==> config.mk <==
export PLATFORM = sky130hd
export DESIGN_NAME = bin2bcd_seq
export DESIGN_NICKNAME = d
export VERILOG_FILES = /design/src/rtl/bin2bcd_pkg.sv /design/src/rtl/bcd_add3.sv /design/src/rtl/bin2bcd_seq.sv
export SDC_FILE = /design/constraint.sdc
export NUM_CORES = 1
export LEC_CHECK = 0
export ABC_AREA = 1
export ABC_CLOCK_PERIOD_IN_PS = 1510
export CAP_MARGIN = 15
export CORE_MARGIN = 1.5
export CORE_UTILIZATION = 50
export DETAILED_ROUTE_END_ITERATION = 8
export HOLD_SLACK_MARGIN = 0.05
export PLACE_DENSITY = 0.73
export SETUP_SLACK_MARGIN = 0.4
export SYNTH_ARGS = -nofsm -noshare
export SYNTH_HDL_FRONTEND = slang
export SYNTH_HIERARCHICAL = 1
export SYNTH_SLANG_ARGS = --single-unit
==> constraint.sdc <==
create_clock -name clk -period 1.51 [get_ports clk]
set_clock_uncertainty 0.1 [all_clocks]
set_input_delay 0.2265 -clock clk [delete_from_list [all_inputs] [get_ports clk]]
set_output_delay 0.2265 -clock clk [all_outputs]
set_load 0.01 [all_outputs]
==> src/rtl/bin2bcd_pkg.sv <==
// bin2bcd_pkg: shared types and constants for the sequential binary-to-BCD converter.
package bin2bcd_pkg;
    typedef enum logic [1:0] {IDLE, OP, DONE} bin2bcd_state_t;
    localparam int NDIG    = 4;
    localparam int MAX_DEC = 9999;
    typedef logic [3:0] bcd_digit_t;
endpackage

==> src/rtl/bcd_add3.sv <==
// bcd_add3: double-dabble digit correction, returns d+3 when d>=5, else d.
// Ports: d - working BCD digit in; q - corrected digit out.
module bcd_add3
    import bin2bcd_pkg::*;
(
    input  bcd_digit_t d,
    output bcd_digit_t q
);
    assign q = (d >= 4'd5) ? d + 4'd3 : d;
endmodule

==> src/rtl/bin2bcd_seq.sv <==
// bin2bcd_seq: sequential double-dabble converter, unsigned BIN_W-bit binary to four BCD digits.
// Ports: clk, reset (async, active high), start/bin request, ready (idle), done (1-cycle pulse),
//        bcd3..bcd0 (thousands..units), ovf (captured bin > 9999).
// Build option: define BIN2BCD_SAT_EN to saturate the digits to 9999 on overflow;
//        otherwise the digits show bin mod 10000.
module bin2bcd_seq
    import bin2bcd_pkg::*;
#(
    parameter int BIN_W = 14
) (
    input  logic             clk,
    input  logic             reset,
    input  logic             start,
    input  logic [BIN_W-1:0] bin,
    output logic             ready,
    output logic             done,
    output logic [3:0]       bcd3,
    output logic [3:0]       bcd2,
    output logic [3:0]       bcd1,
    output logic [3:0]       bcd0,
    output logic             ovf
);
    localparam int NW = $clog2(BIN_W);

    bin2bcd_state_t   state_q, state_d;
    logic [NW-1:0]    n_q, n_d;
    logic [BIN_W-1:0] sr_q, sr_d, sr_sh;
    logic [15:0]      work_q, work_d, work_sh, adj;
    logic [15:0]      dig_q, dig_d;
    logic             ovf_q, ovf_d;
    logic             ovf_nx_q, ovf_nx_d;

    for (genvar i = 0; i < NDIG; i++) begin : g_add3
        bcd_add3 u_add3 (.d(work_q[4*i +: 4]), .q(adj[4*i +: 4]));
    end

    // Corrected digits and the binary shift register move left as one word;
    // the bit leaving the thousands digit is dropped (mod-10000 truncation).
    assign {work_sh, sr_sh} = {adj[14:0], sr_q, 1'b0};

    always_comb begin
        state_d  = state_q;
        n_d      = n_q;
        sr_d     = sr_q;
        work_d   = work_q;
        dig_d    = dig_q;
        ovf_d    = ovf_q;
        ovf_nx_d = ovf_nx_q;
        if (state_q == IDLE && start) begin
            sr_d     = bin;
            work_d   = '0;
            n_d      = NW'(BIN_W - 1);
            ovf_nx_d = 32'(bin) > MAX_DEC;
            state_d  = OP;
        end else if (state_q == OP) begin
            sr_d   = sr_sh;
            work_d = work_sh;
            if (n_q == '0) begin
`ifdef BIN2BCD_SAT_EN
                dig_d = ovf_nx_q ? 16'h9999 : work_sh;
`else
                dig_d = work_sh;
`endif
                ovf_d   = ovf_nx_q;
                state_d = DONE;
            end else begin
                n_d = n_q - NW'(1);
            end
        end else if (state_q == DONE) begin
            state_d = IDLE;
        end
    end

    always_ff @(posedge clk or posedge reset) begin
        if (reset) begin
            state_q  <= IDLE;
            n_q      <= '0;
            sr_q     <= '0;
            work_q   <= '0;
            dig_q    <= '0;
            ovf_q    <= 1'b0;
            ovf_nx_q <= 1'b0;
        end else begin
            state_q  <= state_d;
            n_q      <= n_d;
            sr_q     <= sr_d;
            work_q   <= work_d;
            dig_q    <= dig_d;
            ovf_q    <= ovf_d;
            ovf_nx_q <= ovf_nx_d;
        end
    end

    assign ready = state_q == IDLE;
    assign done  = state_q == DONE;
    assign {bcd3, bcd2, bcd1, bcd0} = dig_q;
    assign ovf   = ovf_q;
endmodule

==> reports/summary.txt <==
Req. time, crit path: 1.63 ns
Drt total wl: 7510 µm
Die ar.: 6040 µm²
Layout cells sized above 1: 0.460
Die width: 77.7 µm
Initial antenna violation count: 0
P_int: 0.00528 W
Largest net degree at the start of global routing: 55
Fillers: 372
DRT Pass-1 Iters: 4
Root Driver: clkbuf_8
Crit path max fanout: 4
CTS tree: yes
Tmin final: 1.58 ns
Setup Crit Path Kind: reg -> reg
Area growth, synth to finish: 44.5%
Comb power frac: 0.635
Final setup violation count: 3
GR Util met1: 0.298
First-pass GRT wire length: 10900 µm
Peak VDD IR: 1260 µV
Met2 usage: 0.386
Vias: 2594
I/O Buffers: 35
Remaining design rule violation count: 0
CP arrival: 1.70 ns
Critical path capture point type: register
Failing checks: setup timing
Placement Rows: 27
Maxcap violations: 0
Setup TNS: -0.106 ns
Met3 usage: 0.0376
Tot GR Track Use: 0.225
Unrepaired setup endpoints after global routing: yes
Starting density of the core: 0.513
Final instance area: 4040 µm²
Syn avg cell area: 8.14 µm²
Total power: 0.00958 W
Clock tree buffer depth: 2
Nets: 455
Rel. slew slack: 0.809
Reg power frac: 0.277
CTS sink cnt: 54
ANT cells: 0
Worst Hold Class: in -> async
Reg clk slew, reported paths: 0.11 ns
Maximum clock frequency: 634 MHz
Syn nets: 369
Sw power: 0.00430 W
Leak Pwr: 1.99 nW
Placeable Area: 5440 µm²
Ratio of final minimum period to clock period: 1.04
Worst hold slack: 0.215 ns
Final Wtd Congestion: 0.783
Status: complete, but fails checks
Hold Vio Cnt, Final: 0
Starting DRT DRC Count: 179
Max-slew violation count: 0
Area after DPL: 3320 µm²
TritonCTS Buffers: 5
Clock power frac: 0.088
Cell Area, Synth: 2790 µm²
Sw frac: 0.449
GR peak layer: met2
CP startpoint kind: register
HPWL after DPL: 3670 µm
H-tree depth: 2
Remaining antenna violation count: 0
Power Dens Cells: 2370 nW/µm²
Avg Vias per Cell: 5.17
Vias in the first global route: 2362
Grt total ovfl: 0
Worst Tran Pin Value: 0.287 ns
WL per Instance: 15.0 µm
Final worst slack: -0.0671 ns
Die H: 77.7 µm
Syn Inst Count: 343
Synth Warn #: 6
Worst-skew pair later-pin latency: 0.32 ns
Ports: 36
## cell type report
class / instances / area (µm²) / share of cell area
clock buffer: 7 / 86.3 / 0.0214
clock inverter: 1 / 5.00 / 0.00124
inverter: 33 / 135 / 0.0335
multi-input combinational: 247 / 1530 / 0.378
sequential: 54 / 1360 / 0.336
tap: 72 / 90.1 / 0.0223
timing repair buffer: 88 / 840 / 0.208
## stage by stage
step                       util  cells  worst slack, ns
after floorplan               -    343            0.182
after global placement    0.610    449           -0.193
after detailed placement  0.610    449           -0.221
after CTS                 0.671    481           0.0657
after global routing      0.742    502           -0.108
final                     0.742    502          -0.0671
## path summary, 6_finish.rpt
path / start / to / depth (start not counted) / slack (ns)
max in group asynchronous: reset / work_q[8] / 3 / 0.83
setup reg to reg: work_q[12] / dig_q[14] / 8 / -0.07
hold / removal: reset / sr_q[12] / 3 / 0.22
hold reg to reg: sr_q[0] / sr_q[0] / 2 / 0.39
setup / recovery: work_q[12] / dig_q[14] / 8 / -0.07
min in group clk: bin[0] / sr_q[0] / 3 / 0.35
## state kept, by name (all words and copies together), names as in the netlist
signal	flops
dig_q	16
work_q	16
sr_q	14
n_q	4
state_q	2
ovf	1
ovf_nx_q	1
## cell usage in the layout (no fill, tap or decap), drive strengths merged
| cell type | n |
|---|---|
| clkbuf | 9 |
| nand3 | 22 |
| clkinvlp | 1 |
| o21ai | 35 |
| ha | 9 |
| a21oi | 4 |
| nand2 | 143 |
| buf | 70 |
| nor2 | 33 |
| dfrtp | 54 |
| nand4 | 1 |
| clkdlybuf4s50 | 16 |
| inv | 32 |
| clkinv | 1 |
## routing by layer
layer,wire length (µm),part of all wire
met5,0,0
met1,3080,0.41
met3,361,0.048
met4,178,0.024
met2,3880,0.52
## power by group through the flow
stage / sequential (W) / clock, W / combinational (W)
3_3_place_gp: 0.00263 / 0 / 0.00396
6_report: 0.00265 / 0.000845 / 0.00609
2_1_floorplan: 0.00264 / 0 / 0.00313
4_1_cts: 0.00257 / 0.000841 / 0.00493
3_5_place_dp: 0.00264 / 0 / 0.00409
5_1_grt: 0.00273 / 0.000918 / 0.00662
## timing repair
| action | in CTS | in global routing |
|---|---|---|
| buffers inserted | 21 | 18 |
| endpoints found under the setup margin | 72 | 73 |
| hold buffers | 0 | 0 |
| pin swaps | 15 | 13 |
| resized for setup | 112 | 61 |
| gates cloned | 3 | 3 |
## worst max-delay path: stages, from the launching register on
cell and delay [ns]:
dfrtp_1 0.43, ha_2 0.20, nand2_1 0.11, nand2_2 0.10
nor2_4 0.16, nand2_2 0.07, o21ai_2 0.06, nand2_1 0.09
o21ai_1 0.17
Note: power is estimated with default switching activity, not from simulation.
